--- src/rtl/mask_packer_if.sv ---
// mask_packer_if: bit-stream input and packed-word output of mask_packer.
// slave = packer side, master = producer/consumer side.
interface mask_packer_if #(
  parameter int WORD_W = 32,
  parameter int CNT_W  = 32
);
  localparam int NB_W = $clog2(WORD_W) + 1;

  logic              in_valid;
  logic              in_bit;
  logic              in_last;
  logic              in_ready;
  logic              out_valid;
  logic [WORD_W-1:0] out_data;
  logic [NB_W-1:0]   out_nbits;
  logic              out_last;
  logic [CNT_W-1:0]  out_total;
  logic              out_ready;
  logic [NB_W-1:0]   out_ones;

  modport slave (
    input  in_valid, in_bit, in_last, out_ready,
    output in_ready, out_valid, out_data, out_nbits,
    output out_last, out_total, out_ones
  );

  modport master (
    output in_valid, in_bit, in_last, out_ready,
    input  in_ready, out_valid, out_data, out_nbits,
    input  out_last, out_total, out_ones
  );
endinterface

--- src/rtl/mask_packer.sv ---
// mask_packer: packs a 1-bit result stream LSB-first into WORD_W-bit
// mask words, buffered in a FWFT FIFO with per-column last/total.
// Ports: clk, reset (sync, active-high), io (mask_packer_if.slave):
//   in_valid/in_bit/in_last/in_ready  result-bit input stream
//   out_valid/out_ready/out_data/out_nbits/out_last/out_total/out_ones
// Option: define MASK_PACKER_POPCOUNT_EN to store a per-word popcount
//   on out_ones; otherwise out_ones is tied to 0.
module mask_packer #(
  parameter int WORD_W     = 32,
  parameter int FIFO_DEPTH = 4,
  parameter int CNT_W      = 32
) (
  input logic           clk,
  input logic           reset,
  mask_packer_if.slave  io
);
  localparam int IDX_W = $clog2(WORD_W);
  localparam int NB_W  = IDX_W + 1;
  localparam int PTR_W = $clog2(FIFO_DEPTH);
  localparam int FC_W  = PTR_W + 1;

  typedef struct packed {
    logic [WORD_W-1:0] data;
    logic [NB_W-1:0]   nbits;
    logic              last;
    logic [CNT_W-1:0]  total;
  } entry_t;

  logic [WORD_W-1:0] acc_q, acc_d;
  logic [IDX_W-1:0]  idx_q, idx_d;
  logic [CNT_W-1:0]  col_q, col_d;
  logic [PTR_W-1:0]  wr_q, wr_d;
  logic [PTR_W-1:0]  rd_q, rd_d;
  logic [FC_W-1:0]   cnt_q, cnt_d;
  logic              in_ready_q, in_ready_d;
  entry_t            mem_q [FIFO_DEPTH];
  entry_t            mem_d [FIFO_DEPTH];

  logic              accept, push, pop;
  logic [WORD_W-1:0] word_new;
  logic [CNT_W-1:0]  col_inc;
  entry_t            ent_new;

  assign accept = io.in_valid && io.in_ready;
  assign pop    = (cnt_q != '0) && io.out_ready;

  always_comb begin
    acc_d    = acc_q;
    idx_d    = idx_q;
    col_d    = col_q;
    wr_d     = wr_q;
    rd_d     = rd_q;
    mem_d    = mem_q;
    push     = 1'b0;
    ent_new  = '0;
    word_new = acc_q | ({{(WORD_W-1){1'b0}}, io.in_bit} << idx_q);
    col_inc  = col_q + CNT_W'(1);

    if (accept) begin
      if (idx_q == IDX_W'(WORD_W-1) || io.in_last) begin
        push          = 1'b1;
        ent_new.data  = word_new;
        ent_new.nbits = NB_W'(idx_q) + NB_W'(1);
        ent_new.last  = io.in_last;
        ent_new.total = io.in_last ? col_inc : '0;
        acc_d         = '0;
        idx_d         = '0;
        col_d         = io.in_last ? '0 : col_inc;
      end else begin
        acc_d = word_new;
        idx_d = idx_q + IDX_W'(1);
        col_d = col_inc;
      end
    end

    if (push) begin
      mem_d[wr_q] = ent_new;
      wr_d        = wr_q + PTR_W'(1);
    end
    if (pop) begin
      rd_d = rd_q + PTR_W'(1);
    end
    cnt_d = cnt_q + FC_W'(push) - FC_W'(pop);
    // Mirrors the next count exactly, so a push in the ready cycle
    // always finds a free slot.
    in_ready_d = (cnt_d < FC_W'(FIFO_DEPTH));
  end

  always_ff @(posedge clk) begin
    if (reset) begin
      acc_q      <= '0;
      idx_q      <= '0;
      col_q      <= '0;
      wr_q       <= '0;
      rd_q       <= '0;
      cnt_q      <= '0;
      in_ready_q <= 1'b1;
      for (int i = 0; i < FIFO_DEPTH; i++) mem_q[i] <= '0;
    end else begin
      acc_q      <= acc_d;
      idx_q      <= idx_d;
      col_q      <= col_d;
      wr_q       <= wr_d;
      rd_q       <= rd_d;
      cnt_q      <= cnt_d;
      in_ready_q <= in_ready_d;
      mem_q      <= mem_d;
    end
  end

  // Held low while reset is asserted; the flop is already 1 afterwards.
  assign io.in_ready  = in_ready_q && !reset;
  assign io.out_valid = (cnt_q != '0);
  assign io.out_data  = mem_q[rd_q].data;
  assign io.out_nbits = mem_q[rd_q].nbits;
  assign io.out_last  = mem_q[rd_q].last;
  assign io.out_total = mem_q[rd_q].total;

`ifdef MASK_PACKER_POPCOUNT_EN
  logic [NB_W-1:0] ones_q [FIFO_DEPTH];
  logic [NB_W-1:0] ones_d [FIFO_DEPTH];
  logic [NB_W-1:0] ones_new;

  always_comb begin
    ones_new = '0;
    for (int i = 0; i < WORD_W; i++) begin
      ones_new = ones_new + NB_W'(word_new[i]);
    end
    ones_d = ones_q;
    if (push) ones_d[wr_q] = ones_new;
  end

  always_ff @(posedge clk) begin
    if (reset) begin
      for (int i = 0; i < FIFO_DEPTH; i++) ones_q[i] <= '0;
    end else begin
      ones_q <= ones_d;
    end
  end

  assign io.out_ones = ones_q[rd_q];
`else
  assign io.out_ones = '0;
`endif
endmodule

--- src/flat_wrapper.sv ---
// flat-port wrapper written by rule: the top's interface ports become plain ports
module mask_packer_flat 
#(
  parameter int WORD_W     = 32,
  parameter int FIFO_DEPTH = 4,
  parameter int CNT_W      = 32
)
  (clk, reset, io_in_valid, io_in_bit, io_in_last, io_out_ready, io_in_ready, io_out_valid, io_out_data, io_out_nbits, io_out_last, io_out_total, io_out_ones);
  mask_packer_if #(.WORD_W(WORD_W), .CNT_W(CNT_W)) io_i ();
  input logic clk;
  input logic reset;
  input wire logic [$bits(io_i.in_valid)-1:0] io_in_valid;
  input wire logic [$bits(io_i.in_bit)-1:0] io_in_bit;
  input wire logic [$bits(io_i.in_last)-1:0] io_in_last;
  input wire logic [$bits(io_i.out_ready)-1:0] io_out_ready;
  output wire logic [$bits(io_i.in_ready)-1:0] io_in_ready;
  output wire logic [$bits(io_i.out_valid)-1:0] io_out_valid;
  output wire logic [$bits(io_i.out_data)-1:0] io_out_data;
  output wire logic [$bits(io_i.out_nbits)-1:0] io_out_nbits;
  output wire logic [$bits(io_i.out_last)-1:0] io_out_last;
  output wire logic [$bits(io_i.out_total)-1:0] io_out_total;
  output wire logic [$bits(io_i.out_ones)-1:0] io_out_ones;
  assign io_i.in_valid = io_in_valid;
  assign io_i.in_bit = io_in_bit;
  assign io_i.in_last = io_in_last;
  assign io_i.out_ready = io_out_ready;
  assign io_in_ready = io_i.in_ready;
  assign io_out_valid = io_i.out_valid;
  assign io_out_data = io_i.out_data;
  assign io_out_nbits = io_i.out_nbits;
  assign io_out_last = io_i.out_last;
  assign io_out_total = io_i.out_total;
  assign io_out_ones = io_i.out_ones;
  mask_packer #(.WORD_W(WORD_W), .FIFO_DEPTH(FIFO_DEPTH), .CNT_W(CNT_W)) u_core (.clk(clk), .reset(reset), .io(io_i));
endmodule
--- config.mk ---
export PLATFORM = sky130hd
export DESIGN_NAME = mask_packer_flat
export DESIGN_NICKNAME = d
export VERILOG_FILES = /design/src/rtl/mask_packer_if.sv /design/src/rtl/mask_packer.sv /design/src/flat_wrapper.sv
export SDC_FILE = /design/constraint.sdc
export NUM_CORES = 1
export LEC_CHECK = 0
export ABC_AREA = 1
export CORE_ASPECT_RATIO = 1.5
export CORE_MARGIN = 2
export CORE_UTILIZATION = 45
export DETAILED_ROUTE_END_ITERATION = 12
export GPL_TIMING_DRIVEN = 1
export PLACE_DENSITY = 0.66
export SLEW_MARGIN = 20
export SYNTH_ARGS = -nofsm -noshare
export SYNTH_HDL_FRONTEND = slang
export SYNTH_SLANG_ARGS = --single-unit
--- constraint.sdc ---
create_clock -name clk -period 3.4 [get_ports clk]
set_input_delay 0.85 -clock clk [delete_from_list [all_inputs] [get_ports clk]]
set_output_delay 0.85 -clock clk [all_outputs]
set_load 0.1 [all_outputs]
Word-level counts from Yosys, hierarchy flattened
Cells that the tools add are included.

operators by class
  $add $sub $neg = 7
  $lt $le $gt $ge = 4
  equality and inequality tests = 1
  shifts and indexed selects = 1
  mux-type cells = 15
  bitwise operators = 3
  reduce and logical (&&, ||, !) cells = 7

operators by type and width
  kind                                                                           number
  71-bit two-way mux                                                             5
  284-bit bitwise mux                                                            1
  71-bit binary-select mux with 2-bit select                                     1
  71-bit demux with 2-bit select                                                 1
  32-bit two-way mux                                                             4
  32-bit by 1-bit adder with 32-bit output (second input constant)               1
  32-bit bitwise OR                                                              1
  1-bit by 5-bit left shift with 32-bit output                                   1
  5-bit by 1-bit adder with 6-bit output (second input constant)                 1
  3-bit >= comparator (second input constant)                                    2
  2-bit NOT with 3-bit output                                                    2
  5-bit by 1-bit adder with 5-bit output (second input constant)                 1
  5-bit == test (second input constant)                                          1
  5-bit two-way mux                                                              1
  2-bit by 1-bit adder with 2-bit output (second input constant)                 2
  1-bit logical AND                                                              4
  3-bit by 1-bit adder with 3-bit output                                         1
  3-bit by 1-bit less-than comparator with 1-bit output (second input constant)  1
  3-bit less-than comparator (second input constant)                             1
  3-bit nonzero test                                                             1
  3-bit by 1-bit subtractor with 3-bit output                                    1
  1-bit two-way mux                                                              2
  1-bit logical NOT                                                              1
  1-bit logical OR                                                               1

word-level totals
  flip-flop bits (word level) = 361
  bits of input ports = 6
  output and inout port bits = 79
  logic and storage cells = 61

Longest topological paths before layout
  depth in word-level cells = 7
  mapped depth = 13
  gate-level depth less buffers = 12

Worst setup path after synthesis
Ideal clock, no wire load.

  path kind = register to output
  start = register u_core.rd_q[0]
  end = output port io_out_nbits[3]
  arrival time = 3.153 ns
  required time = 2.550 ns
  path slack = -0.603 ns
  stages on the path, launching flop included = 7
  buffers on the path = 3
  cells stage by stage = dfxtp_1 > clkbuf_1 > buf_2 > clkinv_1 > clkbuf_1 > o21ai_0 > o21ai_0

on the way
  longest elaborated chain between the ends = 4

RTL lines
  item                                               RTL line            source
  start: declaration                                 mask_packer.sv:33   logic [PTR_W-1:0] rd_q, rd_d;
  start signal: assignment                           mask_packer.sv:104  rd_q <= rd_d;
  2-bit NOT with 3-bit output (implied by the code)  mask_packer.sv:115  assign io.out_nbits = mem_q[rd_q].nbits;
  71-bit binary-select mux with 2-bit select         mask_packer.sv:115
  71-bit two-way mux (2 in series)                   n/a
  end: declaration                                   flat_wrapper.sv:19  output wire logic [$bits(io_i.out_nbits)-1:0] io_out_nbits;

Every way passes these cells. The select of a mux whose other input is x is not followed.

Worst setup path after layout
  start = register u_core.rd_q[0]
  end = output port io_out_data[21]

on the way
  longest elaborated chain between the ends = 4

RTL lines
  item                                                    RTL line            source
  2-bit NOT with 3-bit output (implied by the code)       mask_packer.sv:114  assign io.out_data = mem_q[rd_q].data;
  71-bit binary-select mux with 2-bit select              mask_packer.sv:114
  71-bit two-way mux (implied by the code) (2 in series)  mask_packer.sv:114
  end: declaration                                        flat_wrapper.sv:18  output wire logic [$bits(io_i.out_data)-1:0] io_out_data;

Every way passes these cells. The select of a mux whose other input is x is not followed.

==> flow_metrics.env <==
export IMPL_syn_mean_instance_area_um2=7.23
export IMPL_drcViolationCount=0
export IMPL_postCtsSetupRepairBufs=0
export IMPL_clkPwrFrac_pct=26.9
export IMPL_worstReg2RegStart="u_core.idx_q[0]$_SDFFE_PP0P_"
export IMPL_max_slew_margin_pct=51.4
export IMPL_ff2ff_path_depth=12
export IMPL_final_util_pct=55.4
export IMPL_cts_sinks=361
export IMPL_io_pins=85
export IMPL_min_period_ps=3210
export IMPL_regToRegSetupSlack_ps=780
export IMPL_fp_coreArea_um2=34300
export IMPL_n_fill_cell=3131
export IMPL_grt_pass1_wl_um=71100
export IMPL_place_area_um2=17800
export IMPL_critPathCaptureType="output port"
export IMPL_critPathRequiredTime_ps=2550
export IMPL_cts_buffers=37
export IMPL_synthMostInstantiatedCell="o21ai_0"
export IMPL_fp_dieW_um=156
export IMPL_initial_core_util_pct=45.7
export IMPL_yosysWarnings=0
export IMPL_num_rows=83
export IMPL_rsz0062_at_grt="no"
export IMPL_startpoint_type="flip-flop"
export IMPL_fin_cells=2607
export IMPL_port_buffers=78
export IMPL_cts_hold_buffers=0
export IMPL_dpl_cell_count=2544
export IMPL_synth_async_reset_ratio_pct=0
export IMPL_power_switching_mw=6.45
export IMPL_grt_pass1_vias=14100
export IMPL_fin_skew_ps=15.3
export IMPL_p_comb_share_pct=44.5
export IMPL_synth_top_cell_by_area="dfxtp_1"
export IMPL_worst_pin_slew_ps=729
export IMPL_synthTopCellsByCount="o21ai_0, dfxtp_1, nor2_1"
export IMPL_yosys_area_top_type_share_pct=46.2
export IMPL_maxSlewViolCount=0
export IMPL_setup_ws_ps=185
export IMPL_drv_cap=0
export IMPL_max_freq_mhz=311
export IMPL_hold_ws_ps=454
export IMPL_drtIter0Drc=1005
export IMPL_wl_per_cell_um=16.7
export IMPL_arrival_ps=2360
export IMPL_hold_path_class="reg2reg"
export IMPL_powerDensity_nw_per_um2=813
export IMPL_cts_root_buf="clkbuf_16"
export IMPL_grt_ovfl_total=0
export IMPL_synthFlopType="dfxtp_1"
export IMPL_outcome="completed"
export IMPL_ys_seq_elements=361
export IMPL_setup_viol=0
export IMPL_ys_top_cells_by_area="dfxtp_1, o21ai_0, a21oi_1, nor2_1, nand2_1"
export IMPL_power_total_mw=15.4
export IMPL_vdd_ir_drop_worst_mv=0.644
export IMPL_criticalPathCategory="reg2out"
export IMPL_clkTransAtPathRegs_ps=60
export IMPL_drive_gt1_share_pct=11.3
export IMPL_grt_max_degree=143
export IMPL_syn_inst=2164
export IMPL_vias=14700
export IMPL_min_period_over_period_pct=94.6
export IMPL_antenna_left=0
export IMPL_p_int_mw=8.99
export IMPL_tns_ps=0
export IMPL_gp_congestion=0.914
export IMPL_ctsResizeCount=0
export IMPL_hold_viol_final=0
export IMPL_cp_startpoint="u_core.rd_q[0]$_SDFFE_PP0P_"
export IMPL_synth_edf_count=0
export IMPL_dieArea_um2=36300
export IMPL_grtUsageTotal_pct=23.8
export IMPL_crit_fanout=142
export IMPL_die_h_um=232
export IMPL_diodes=0
export IMPL_hp_start="u_core.acc_q[8]$_SDFFE_PP0P_"
export IMPL_r2r_end="u_core.in_ready_q$_SDFF_PP1_"
export IMPL_final_area_um2=19000
export IMPL_viasPerCell=5.63
export IMPL_ys_types=32
export IMPL_syn2layout_area_growth_pct=21.4
export IMPL_hold_path_depth=2
export IMPL_cts_tree="built"
export IMPL_finalNetCount=2174
export IMPL_seqPwrFrac_pct=28.7
export IMPL_syn_area_um2=15600
export IMPL_hpwl_um=26900
export IMPL_yosysSeqAreaShare_pct=46.2
export IMPL_wl_um=43500
export IMPL_switching_share_pct=41.8
export IMPL_clockBufferDepth=3
export IMPL_dp_slack_ps=349
export IMPL_p_leak_nw=7.55
export IMPL_dr_pass1_iters=5
export IMPL_clkLatencyLatePin_ps=530
export IMPL_htreeDepth=2
export IMPL_whs_endpoint="u_core.acc_q[8]$_SDFFE_PP0P_"
export IMPL_antenna_found_initial=0
cells by family (layout without fill, tap and decap cells):
| logic type | after synthesis | in the layout | share of synthesized area (%) |
|---|---|---|---|
| XOR/XNOR | 13 | 13 | 0.728 |
| flip-flops | 361 | 361 | 46.2 |
| other | 1 | 6 | 0.0240 |
| AO/OA/AOI/OAI | 781 | 781 | 26.4 |
| adder cells (fa/ha/maj) | 10 | 10 | 0.848 |
| buffers and inverters | 334 | 347 | 8.84 |
| AND/OR/NAND/NOR | 664 | 664 | 17.0 |
critical path: stages, from the launching register on:
cell and delay [ps]:
dfxtp_4 370, buf_12 430, o21ai_0 250, o22ai_2 370
buf_12 230
worst max-delay path by stage:
stage / endpoint / slack (ps) / cells after the start
2_1_floorplan: io_out_total[10] / 0.6 / 5
6_report: io_out_data[21] / 190 / 4
3_5_place_dp: u_core.in_ready_q$_SDFF_PP1_ / 350 / 9
4_1_cts: io_out_total[6] / 270 / 4
3_3_place_gp: u_core.in_ready_q$_SDFF_PP1_ / 310 / 9
5_1_grt: io_out_data[21] / 200 / 4
layout by cell type (no fill, tap or decap), types with 10 or more instances in the layout:
| cell type | Yosys | routed |
|---|---|---|
| o21ai_0 | 397 | 396 |
| dfxtp_1 | 361 | 359 |
| nor2_1 | 298 | 296 |
| nand2_1 | 279 | 279 |
| a21oi_1 | 250 | 250 |
| inv_1 | 163 | 161 |
| buf_12 | 0 | 84 |
| nand3_1 | 69 | 69 |
| o22ai_2 | 0 | 58 |
| clkbuf_16 | 0 | 39 |
| o211ai_1 | 32 | 32 |
| buf_4 | 17 | 28 |
| a31oi_1 | 17 | 17 |
| a211oi_1 | 14 | 14 |
| o22ai_1 | 70 | 12 |
| clkbuf_8 | 0 | 11 |
| clkbuf_1 | 103 | 10 |
power groups by stage:
stage	clock network (mW)	registers [mW]	logic, mW
after global placement	0	4.51	6.86
after floorplan	0	4.48	4.56
final	4.15	4.42	6.87
after global routing	4.39	4.43	7.14
after CTS	4.24	4.42	6.90
after detailed placement	0	4.52	6.89
state kept, by name (all words and copies together) (netlist names):
register,count
u_core.idx_q,5
u_core.wr_q,2
u_core.rd_q,2
u_core.mem_q,284
u_core.cnt_q,3
u_core.in_ready_q,1
u_core.col_q,32
u_core.acc_q,32
final cells by class:
cell class                 instances  area (um^2)  area share (%)
clock buffer                      60         1160            6.13
clock inverter                     3         68.8           0.362
inverter                         168          641            3.37
multi-input combinational       1474         7430            39.1
sequential                       361         7230            38.1
tap                              425          532            2.80
timing repair buffer             116         1930            10.2
routing by layer:
metal | up-vias | GRT usage (%) | wire length, um
met3 | 97 | 2.79 | 1650
met1 | 7016 | 28.2 | 18200
li1 | 7212 | - | -
met4 | 0 | 10.1 | 1560
met5 | - | 0 | 0
met2 | 361 | 43.3 | 22100
Note: power is estimated with default switching activity, not from simulation.
